===== config.mk =====
export PLATFORM = sky130hd
export DESIGN_NAME = adc_receiver
export DESIGN_NICKNAME = d
export VERILOG_FILES = /design/src/rtl/adc_receiver.sv
export SDC_FILE = /design/constraint.sdc
export NUM_CORES = 1
export LEC_CHECK = 0
export CORE_MARGIN = 2
export CORE_UTILIZATION = 56
export DETAILED_ROUTE_END_ITERATION = 10
export HOLD_SLACK_MARGIN = 0.05
export PLACE_DENSITY_LB_ADDON = 0.25
export SLEW_MARGIN = 15
export SYNTH_ARGS = -nofsm -noshare
export SYNTH_HDL_FRONTEND = slang
export SYNTH_SLANG_ARGS = --single-unit

===== constraint.sdc =====
create_clock -name i_clk36 -period 3.05 [get_ports i_clk36]
set_input_delay 0.7625 -clock i_clk36 [delete_from_list [all_inputs] [get_ports i_clk36]]
set_output_delay 0.7625 -clock i_clk36 [all_outputs]
set_load 0.01 [all_outputs]

===== src/rtl/adc_receiver.sv =====
// adc_receiver: oversampled serial ADC receiver, deserialises 24-bit L/R samples into 48-bit FIFO words.
// Default framing is left-justified; define ADC_RX_I2S_EN to switch to Philips I2S framing.
module adc_receiver #(
   parameter int DATA_W      = 24,
   parameter int SYNC_STAGES = 2
) (
   input  logic                  i_clk36,
   input  logic                  i_rst36,
   input  logic                  i_bck,
   input  logic                  i_lrck,
   input  logic                  i_data,
   input  logic                  i_full,
   input  logic                  i_clr,
   output logic [2*DATA_W-1:0]   o_lraudio,
   output logic                  o_wrreq,
   output logic                  o_locked,
   output logic                  o_overrun,
   output logic [7:0]            o_err_cnt
);

   localparam int CNT_W = $clog2(DATA_W + 1);
   localparam logic [CNT_W-1:0] CNT_FULL = CNT_W'(DATA_W);
   localparam logic [CNT_W-1:0] CNT_ONE  = CNT_W'(1);

   typedef enum logic [1:0] {
      ST_SEARCH = 2'd0,
      ST_LEFT   = 2'd1,
      ST_RIGHT  = 2'd2
   } state_t;

   logic [SYNC_STAGES-1:0] bck_sync_q, bck_sync_d;
   logic [SYNC_STAGES-1:0] lrck_sync_q, lrck_sync_d;
   logic [SYNC_STAGES-1:0] data_sync_q, data_sync_d;
   logic                   bck_dly_q, bck_dly_d;
   logic                   lrck_dly_q, lrck_dly_d;

   logic                   bck_rise_s, lrck_rise_s, lrck_fall_s;
   logic                   frame_start_s, boundary_s;

   logic                   ev_bck_q, ev_bck_d;
   logic                   ev_start_q, ev_start_d;
   logic                   ev_bound_q, ev_bound_d;
   logic                   ev_data_q, ev_data_d;

   state_t                 state_q, state_d;
   logic [CNT_W-1:0]       bit_cnt_q, bit_cnt_d;
   logic [DATA_W-1:0]      shift_q, shift_d;
   logic [DATA_W-1:0]      left_q, left_d;
   logic [2*DATA_W-1:0]    word_q, word_d;
   logic                   frame_done_q, frame_done_d;
   logic                   err_q, err_d;
   logic [CNT_W-1:0]       cnt_s;
   logic [DATA_W-1:0]      shift_s;
`ifdef ADC_RX_I2S_EN
   logic                   skip_q, skip_d;
   logic                   skip_s;
`endif

   logic                   wrreq_q, wrreq_d;
   logic [2*DATA_W-1:0]    lraudio_q, lraudio_d;
   logic                   locked_q, locked_d;
   logic                   overrun_q, overrun_d;
   logic [7:0]             err_cnt_q, err_cnt_d;

   // Synchroniser shift, edge-detect delay taps and registered edge events
   always_comb begin
      bck_sync_d  = {bck_sync_q[SYNC_STAGES-2:0], i_bck};
      lrck_sync_d = {lrck_sync_q[SYNC_STAGES-2:0], i_lrck};
      data_sync_d = {data_sync_q[SYNC_STAGES-2:0], i_data};
      bck_dly_d   = bck_sync_q[SYNC_STAGES-1];
      lrck_dly_d  = lrck_sync_q[SYNC_STAGES-1];
      ev_bck_d    = bck_rise_s;
      ev_start_d  = frame_start_s;
      ev_bound_d  = boundary_s;
      ev_data_d   = data_sync_q[SYNC_STAGES-1];
   end

   assign bck_rise_s  =  bck_sync_q[SYNC_STAGES-1]  & ~bck_dly_q;
   assign lrck_rise_s =  lrck_sync_q[SYNC_STAGES-1] & ~lrck_dly_q;
   assign lrck_fall_s = ~lrck_sync_q[SYNC_STAGES-1] &  lrck_dly_q;

`ifdef ADC_RX_I2S_EN
   assign frame_start_s = lrck_fall_s;
   assign boundary_s    = lrck_rise_s;
`else
   assign frame_start_s = lrck_rise_s;
   assign boundary_s    = lrck_fall_s;
`endif

   // Frame state machine: channel edges are handled before the same-cycle BCK rise
   always_comb begin
      state_d      = state_q;
      cnt_s        = bit_cnt_q;
      shift_s      = shift_q;
      left_d       = left_q;
      word_d       = word_q;
      frame_done_d = 1'b0;
      err_d        = 1'b0;
`ifdef ADC_RX_I2S_EN
      skip_s       = skip_q;
`endif
      case (state_q)
         ST_SEARCH: begin
            if (ev_start_q) begin
               state_d = ST_LEFT;
               cnt_s   = '0;
               shift_s = '0;
`ifdef ADC_RX_I2S_EN
               skip_s  = 1'b1;
`endif
            end else begin
               state_d = ST_SEARCH;
            end
         end
         ST_LEFT: begin
            if (ev_bound_q) begin
               if (bit_cnt_q == CNT_FULL) begin
                  left_d  = shift_q;
                  state_d = ST_RIGHT;
               end else begin
                  err_d   = 1'b1;
                  state_d = ST_SEARCH;
               end
               cnt_s   = '0;
               shift_s = '0;
`ifdef ADC_RX_I2S_EN
               skip_s  = 1'b1;
`endif
            end else begin
               state_d = ST_LEFT;
            end
         end
         ST_RIGHT: begin
            if (ev_start_q) begin
               // a short right half still leaves us on a valid frame start
               if (bit_cnt_q == CNT_FULL) begin
                  frame_done_d = 1'b1;
                  word_d       = {left_q, shift_q};
               end else begin
                  err_d        = 1'b1;
               end
               state_d = ST_LEFT;
               cnt_s   = '0;
               shift_s = '0;
`ifdef ADC_RX_I2S_EN
               skip_s  = 1'b1;
`endif
            end else begin
               state_d = ST_RIGHT;
            end
         end
         default: begin
            state_d = ST_SEARCH;
            cnt_s   = '0;
            shift_s = '0;
         end
      endcase

      if (ev_bck_q && (state_d != ST_SEARCH)) begin
`ifdef ADC_RX_I2S_EN
         if (skip_s) begin
            skip_s = 1'b0;
         end else if (cnt_s != CNT_FULL) begin
            shift_s = {shift_s[DATA_W-2:0], ev_data_q};
            cnt_s   = cnt_s + CNT_ONE;
         end else begin
            cnt_s   = CNT_FULL;
         end
`else
         if (cnt_s != CNT_FULL) begin
            shift_s = {shift_s[DATA_W-2:0], ev_data_q};
            cnt_s   = cnt_s + CNT_ONE;
         end else begin
            cnt_s   = CNT_FULL;
         end
`endif
      end else begin
         cnt_s = cnt_s;
      end

      bit_cnt_d = cnt_s;
      shift_d   = shift_s;
`ifdef ADC_RX_I2S_EN
      skip_d    = skip_s;
`endif
   end

   // Output stage: FIFO write, overrun, lock and error counter
   always_comb begin
      wrreq_d   = 1'b0;
      lraudio_d = lraudio_q;
      if (frame_done_q && !i_full) begin
         wrreq_d   = 1'b1;
         lraudio_d = word_q;
      end else begin
         lraudio_d = lraudio_q;
      end

      if (frame_done_q && i_full) begin
         overrun_d = 1'b1;
      end else if (i_clr) begin
         overrun_d = 1'b0;
      end else begin
         overrun_d = overrun_q;
      end

      if (err_q) begin
         locked_d = 1'b0;
      end else if (frame_done_q && !i_full) begin
         locked_d = 1'b1;
      end else begin
         locked_d = locked_q;
      end

      if (err_q) begin
         if (i_clr) begin
            err_cnt_d = 8'd1;
         end else if (err_cnt_q != 8'hFF) begin
            err_cnt_d = err_cnt_q + 8'd1;
         end else begin
            err_cnt_d = err_cnt_q;
         end
      end else if (i_clr) begin
         err_cnt_d = 8'd0;
      end else begin
         err_cnt_d = err_cnt_q;
      end
   end

   // State registers with synchronous active-high reset
   always_ff @(posedge i_clk36) begin
      if (i_rst36) begin
         bck_sync_q   <= '0;
         lrck_sync_q  <= '0;
         data_sync_q  <= '0;
         bck_dly_q    <= 1'b0;
         lrck_dly_q   <= 1'b0;
         ev_bck_q     <= 1'b0;
         ev_start_q   <= 1'b0;
         ev_bound_q   <= 1'b0;
         ev_data_q    <= 1'b0;
         state_q      <= ST_SEARCH;
         bit_cnt_q    <= '0;
         shift_q      <= '0;
         left_q       <= '0;
         word_q       <= '0;
         frame_done_q <= 1'b0;
         err_q        <= 1'b0;
`ifdef ADC_RX_I2S_EN
         skip_q       <= 1'b0;
`endif
         wrreq_q      <= 1'b0;
         lraudio_q    <= '0;
         locked_q     <= 1'b0;
         overrun_q    <= 1'b0;
         err_cnt_q    <= 8'd0;
      end else begin
         bck_sync_q   <= bck_sync_d;
         lrck_sync_q  <= lrck_sync_d;
         data_sync_q  <= data_sync_d;
         bck_dly_q    <= bck_dly_d;
         lrck_dly_q   <= lrck_dly_d;
         ev_bck_q     <= ev_bck_d;
         ev_start_q   <= ev_start_d;
         ev_bound_q   <= ev_bound_d;
         ev_data_q    <= ev_data_d;
         state_q      <= state_d;
         bit_cnt_q    <= bit_cnt_d;
         shift_q      <= shift_d;
         left_q       <= left_d;
         word_q       <= word_d;
         frame_done_q <= frame_done_d;
         err_q        <= err_d;
`ifdef ADC_RX_I2S_EN
         skip_q       <= skip_d;
`endif
         wrreq_q      <= wrreq_d;
         lraudio_q    <= lraudio_d;
         locked_q     <= locked_d;
         overrun_q    <= overrun_d;
         err_cnt_q    <= err_cnt_d;
      end
   end

   assign o_lraudio = lraudio_q;
   assign o_wrreq   = wrreq_q;
   assign o_locked  = locked_q;
   assign o_overrun = overrun_q;
   assign o_err_cnt = err_cnt_q;

endmodule


After elaboration in Yosys (flattened, before gate mapping)
Cells that the tools add are included.
{ "word_totals": {"reg_bits": 176, "out_inout_bits": 59, "wordCells": 78} }
{ "op_classes": {"n_addsub": 2, "n_eq_ne": 5, "n_mux": 27, "bitwise_logic": 8, "n_reduce_logical": 15} }
{ "ops": {"columns": ["cell", "n"], "rows": [
  ["2-to-1 mux 24 bit", 4],
  ["one-hot mux 24 bit (2 select lines)", 1],
  ["2-to-1 mux 8 bit", 4],
  ["2-to-1 mux 5 bit", 4],
  ["one-hot mux 5 bit (2 select lines)", 1],
  ["adder 8 x 1 -> 8 bit, second input constant", 1],
  ["2-to-1 mux 1 bit", 8],
  ["inequality test 8 bit, second input constant", 1],
  ["nonzero test 2 bit", 4],
  ["2-to-1 mux 2 bit", 3],
  ["one-hot mux 2 bit (3 select lines)", 1],
  ["AND reduction 3 bit", 2],
  ["adder 5 x 1 -> 5 bit, second input constant", 1],
  ["equality test 5 bit, second input constant", 1],
  ["inequality test 5 bit, second input constant", 1],
  ["inverter 1 bit", 5],
  ["OR reduction 2 bit", 2],
  ["AND 1 bit", 3],
  ["logical AND 1 bit", 3],
  ["OR reduction 3 bit", 1],
  ["equality test 2 x 1 -> 1 bit, second input constant", 1],
  ["equality test 2 bit, second input constant", 1],
  ["zero test 2 bit", 1],
  ["one-hot mux 1 bit (2 select lines)", 1],
  ["2 further kinds", 2]
]} }

Longest topological paths before layout
{ "logic_depth": {"ltp_word": 7, "ltp_mapped": 13, "ltp_nobuf": 11} }

Least setup slack after synthesis
No wires, ideal clock.
{ "synth_path": {"path_kind": "reg2reg", "start": "reg state_q[0]", "end": "reg shift_q[18]", "setup_time_ps": 128, "t_arrival_ps": 2257, "t_required_ps": 2922, "path_slack_ps": 665, "path_stages_with_launch": 14, "synth_period_minus_slack_ps": 2385, "cell_sequence": "dfxtp_1 > inv_1 > ha_1 > o21bai_1 > a21oi_1 > nand2_1 > ha_1 > inv_1 > a2111oi_0 > a211oi_2 > buf_4 > buf_4 > nand3_1 > o21ai_1"} }
{ "synth_via": {"elab_chain_cells": 6, "elab_cells_between_ends": 12, "classes_between": "eq/ne (3); mux (5); reduce/logical (4)"} }
{ "synth_lines": {"columns": ["element", "line_no", "text"], "rows": [
  ["start, declared", "45", "state_t state_q, state_d;"],
  ["start signal, assigned", "267", "state_q <= state_d;"],
  ["equality test 2 bit or zero test 2 bit (tied branches)", "102", "case (state_q)"],
  ["OR reduction 2 bit (no line)", null, null],
  ["one-hot mux 5 bit (2 select lines)", "102", null],
  ["inequality test 5 bit", "170", "if (cnt_s != CNT_FULL) begin"],
  ["2-to-1 mux 24 bit", "170", null],
  ["2-to-1 mux 24 bit (*)", "159", "if (ev_bck_q && (state_d != ST_SEARCH)) begin"],
  ["end signal, assigned", "269", "shift_q <= shift_d;"],
  ["end, declared", "47", "logic [DATA_W-1:0] shift_q, shift_d;"]
]} }
Mark *: on every way between the ends. The rest lies on a longest branch, timed or not.
A chain may end at the register's enable or synchronous reset.

Final worst setup path
{ "layout_path": {"start": "reg state_q[0]", "end": "reg shift_q[11]"} }
The elaborated chain is that of the path after synthesis.

==> flow_summary.json <==
{
  "status": "completed",
  "first_pass_iters": 5,
  "clk_latency_ns": 0.42,
  "arrival_ns": 3.03,
  "die_area_um2": 12200,
  "reg2reg_slack_ns": 0.32,
  "fin_skew_ns": 0.00847,
  "drv_cap": 0,
  "ys_ff_latch": 176,
  "hold_path_class": "flip-flop to flip-flop",
  "wl_per_cell_um": 13.4,
  "fmax_mhz": 366,
  "relSlewSlack_pct": 57.1,
  "min_delay_worst_endpoint": "ev_bck_q",
  "yosysSeqAreaShare_pct": 55.5,
  "antenna_found_initial": 0,
  "syn_to_final_growth_pct": 21.0,
  "via_per_inst": 5.37,
  "p_leak_nw": 2.63,
  "layout_setup_ws_ns": 0.315,
  "port-buffer-count": 65,
  "first_global_vias": 4859,
  "ys_warn_count": 0,
  "grt_first_pass_wirelength_um": 22300,
  "drt_iter0_markers": 340,
  "syn_area_um2": 6350,
  "hold_depth": 1,
  "cts.sinks": 176,
  "r2r-start": "state_q[0]",
  "cts_setup_buffers": 0,
  "setup_viol": 0,
  "cts_tree": "done",
  "synth_cell_types": 42,
  "synth.avg_cell_area_um2": 8.18,
  "cp_max_fo": 49,
  "fillers": 867,
  "ys.flop_type": "dfxtp_1",
  "tns_ns": 0,
  "p_per_area_nw_per_um2": 592,
  "reg2reg_to": "shift_q[11]",
  "synthCells": 776,
  "numCtsBuffers": 17,
  "setup.worst_path.end_class": "flip-flop",
  "period_share_pct": 89.7,
  "num_vias": 5211,
  "path_clk_slew_ns": 0.06,
  "syn_nets": 791,
  "slew_viol_final": 0,
  "initial_utilization_pct": 58.1,
  "core_area_um2": 10900,
  "rsz0062_at_grt": "false",
  "post-route-min-period_ns": 2.73,
  "clockRootBuffer": "clkbuf_16",
  "dp_slack_ns": 0.299,
  "synth-async-reset-ratio_pct": 0,
  "diodes": 0,
  "synth_edf_count": 0,
  "drcViolationCount": 0,
  "required_ns": 3.34,
  "cts_htree_levels": 4,
  "final_nets": 833,
  "dieHeight_um": 110,
  "row_count": 38,
  "wirelength_um": 13000,
  "dpl.hpwl_um": 8560,
  "grt_max_degree": 51,
  "gp_congestion": 0.798,
  "critPathKind": "flip-flop to flip-flop",
  "ant_nets": 0,
  "grt_util_all_layers_pct": 21.9,
  "final_hold_viol_count": 0,
  "ir_worst_vdd_mv": 0.327,
  "grt-ovfl-total": 0,
  "critPathLaunchType": "flip-flop",
  "die_w_um": 110,
  "hold_start": "bck_dly_q",
  "io_pins": 66,
  "worst_pin_slew_ns": 0.641,
  "rr_worst_depth": 12,
  "drive_above_1_share_pct": 6.02,
  "clockBufferDepth": 2
}
cell type report:
| class | count | area, µm² | share of cell area [%] |
|---|---|---|---|
| inverters | 6 | 22.5 | 0.293 |
| clock inverters | 11 | 138 | 1.79 |
| clock buffers | 20 | 467 | 6.07 |
| well taps | 140 | 175 | 2.28 |
| multi-input cells | 541 | 2600 | 33.9 |
| repair buffers | 76 | 756 | 9.83 |
| flip-flops and latches | 176 | 3520 | 45.8 |
how the worst max path moves through the flow:
stage	cells after the start	from	slack, ns	endpoint
after floorplan	13	state_q[0]	0.67	shift_q[18]
after global placement	12	state_q[0]	0.41	shift_q[8]
after detailed placement	12	state_q[0]	0.30	shift_q[11]
after CTS	12	state_q[0]	0.25	shift_q[11]
after global routing	12	state_q[0]	0.13	shift_q[11]
final	12	state_q[0]	0.32	shift_q[11]
layout by cell type (no fill, tap or decap), drive strengths merged, types with 2 or more instances in the layout:
cell type / netlist / routed
inv: 6 / 6
nor3: 4 / 4
clkinv: 0 / 8
xor2: 2 / 2
nand2b: 6 / 6
nor2: 10 / 10
clkdlybuf4s50: 0 / 64
clkbuf: 43 / 20
a31oi: 2 / 2
nor2b: 13 / 13
ha: 8 / 8
a211oi: 4 / 4
dfxtp: 176 / 176
o21ai: 27 / 27
and3: 4 / 4
buf: 10 / 12
mux2i: 4 / 4
or4: 2 / 2
nand3: 32 / 32
o211ai: 3 / 3
a21oi: 126 / 126
nand2: 274 / 274
and2: 2 / 2
bufinv: 0 / 3
nand3b: 3 / 3
nor3b: 2 / 2
critical path, cell delays in order, from the launching register on:
cell and delay, ns:
dfxtp_1 0.39, inv_1 0.09, ha_1 0.28, o21bai_1 0.21
a21oi_1 0.20, nand2_1 0.16, ha_1 0.17, inv_1 0.05
a2111oi_1 0.57, a211oi_4 0.07, buf_12 0.21, nand3_1 0.10
o21ai_0 0.09
kinds of logic (layout without fill, tap and decap cells):
kind of cell | after synthesis | in the layout | synth area share [%]
and+or+nand+nor | 360 | 360 | 24.4
adders and majority gates | 8 | 8 | 1.58
muxes | 4 | 4 | 0.631
buffers and inverters | 59 | 113 | 3.78
DFF | 176 | 176 | 55.5
AOI/OAI and AO/OA | 167 | 167 | 13.9
xor gates and xnor gates | 2 | 2 | 0.276
cells in the mapped netlist, types with 3 or more instances:
master,number,area [µm²]
buf_4,3,22.5
dfxtp_1,176,3520
inv_1,6,22.5
o211ai_1,3,22.5
buf_2,6,30.0
nand2b_1,6,37.5
clkbuf_1,43,161
and3_1,4,25.0
nand3_1,32,160
nor2b_1,13,81.3
mux2i_1,4,40.0
nor3_1,4,20.0
nor2_1,10,37.5
a21oi_1,126,631
o21ai_0,4,20.0
a211oi_1,3,22.5
nand2_1,274,1030
ha_1,8,100
o21ai_1,22,110
power breakdown:
group          switching, mW  internal, mW
clock network          0.822          1.34
logic                 0.0545        0.0201
registers            0.00260          2.30
total                  0.879          3.67
through the flow:
step                cells  total power, mW  util (%)  hold slack, ns  instance area [µm²]
floorplan             776             2.41         -           0.367                 6350
global placement      939             2.43      64.7           0.374                 7080
detailed placement    939             2.43      64.7           0.384                 7080
CTS                   970             4.59      70.3           0.393                 7680
global route          970             4.68      70.3           0.414                 7680
finish                970             4.55      70.3           0.391                 7680
routing by layer:
layer  wire, µm  track usage (%)  vias up
li1           -                -     2641
met1       6070             27.8     2439
met2       6160             36.5      111
met3        521             5.32       20
met4        198             7.50        0
met5          0                0        -
timing repair:
action / CTS / global route
endpoints found under the hold margin: 0 / 0
setup endpoints to repair: 0 / 1
resized for setup: 0 / 1
hold buffers: 0 / 0
registers in the layout (all words and copies together) (netlist names), 2 cells and up:
signal       count
bit_cnt_q        5
lrck_sync_q      2
left_q          24
bck_sync_q       2
data_sync_q      2
o_err_cnt        8
o_lraudio       48
state_q          2
shift_q         24
word_q          48
No activity file was read; power rests on OpenSTA's default activity.
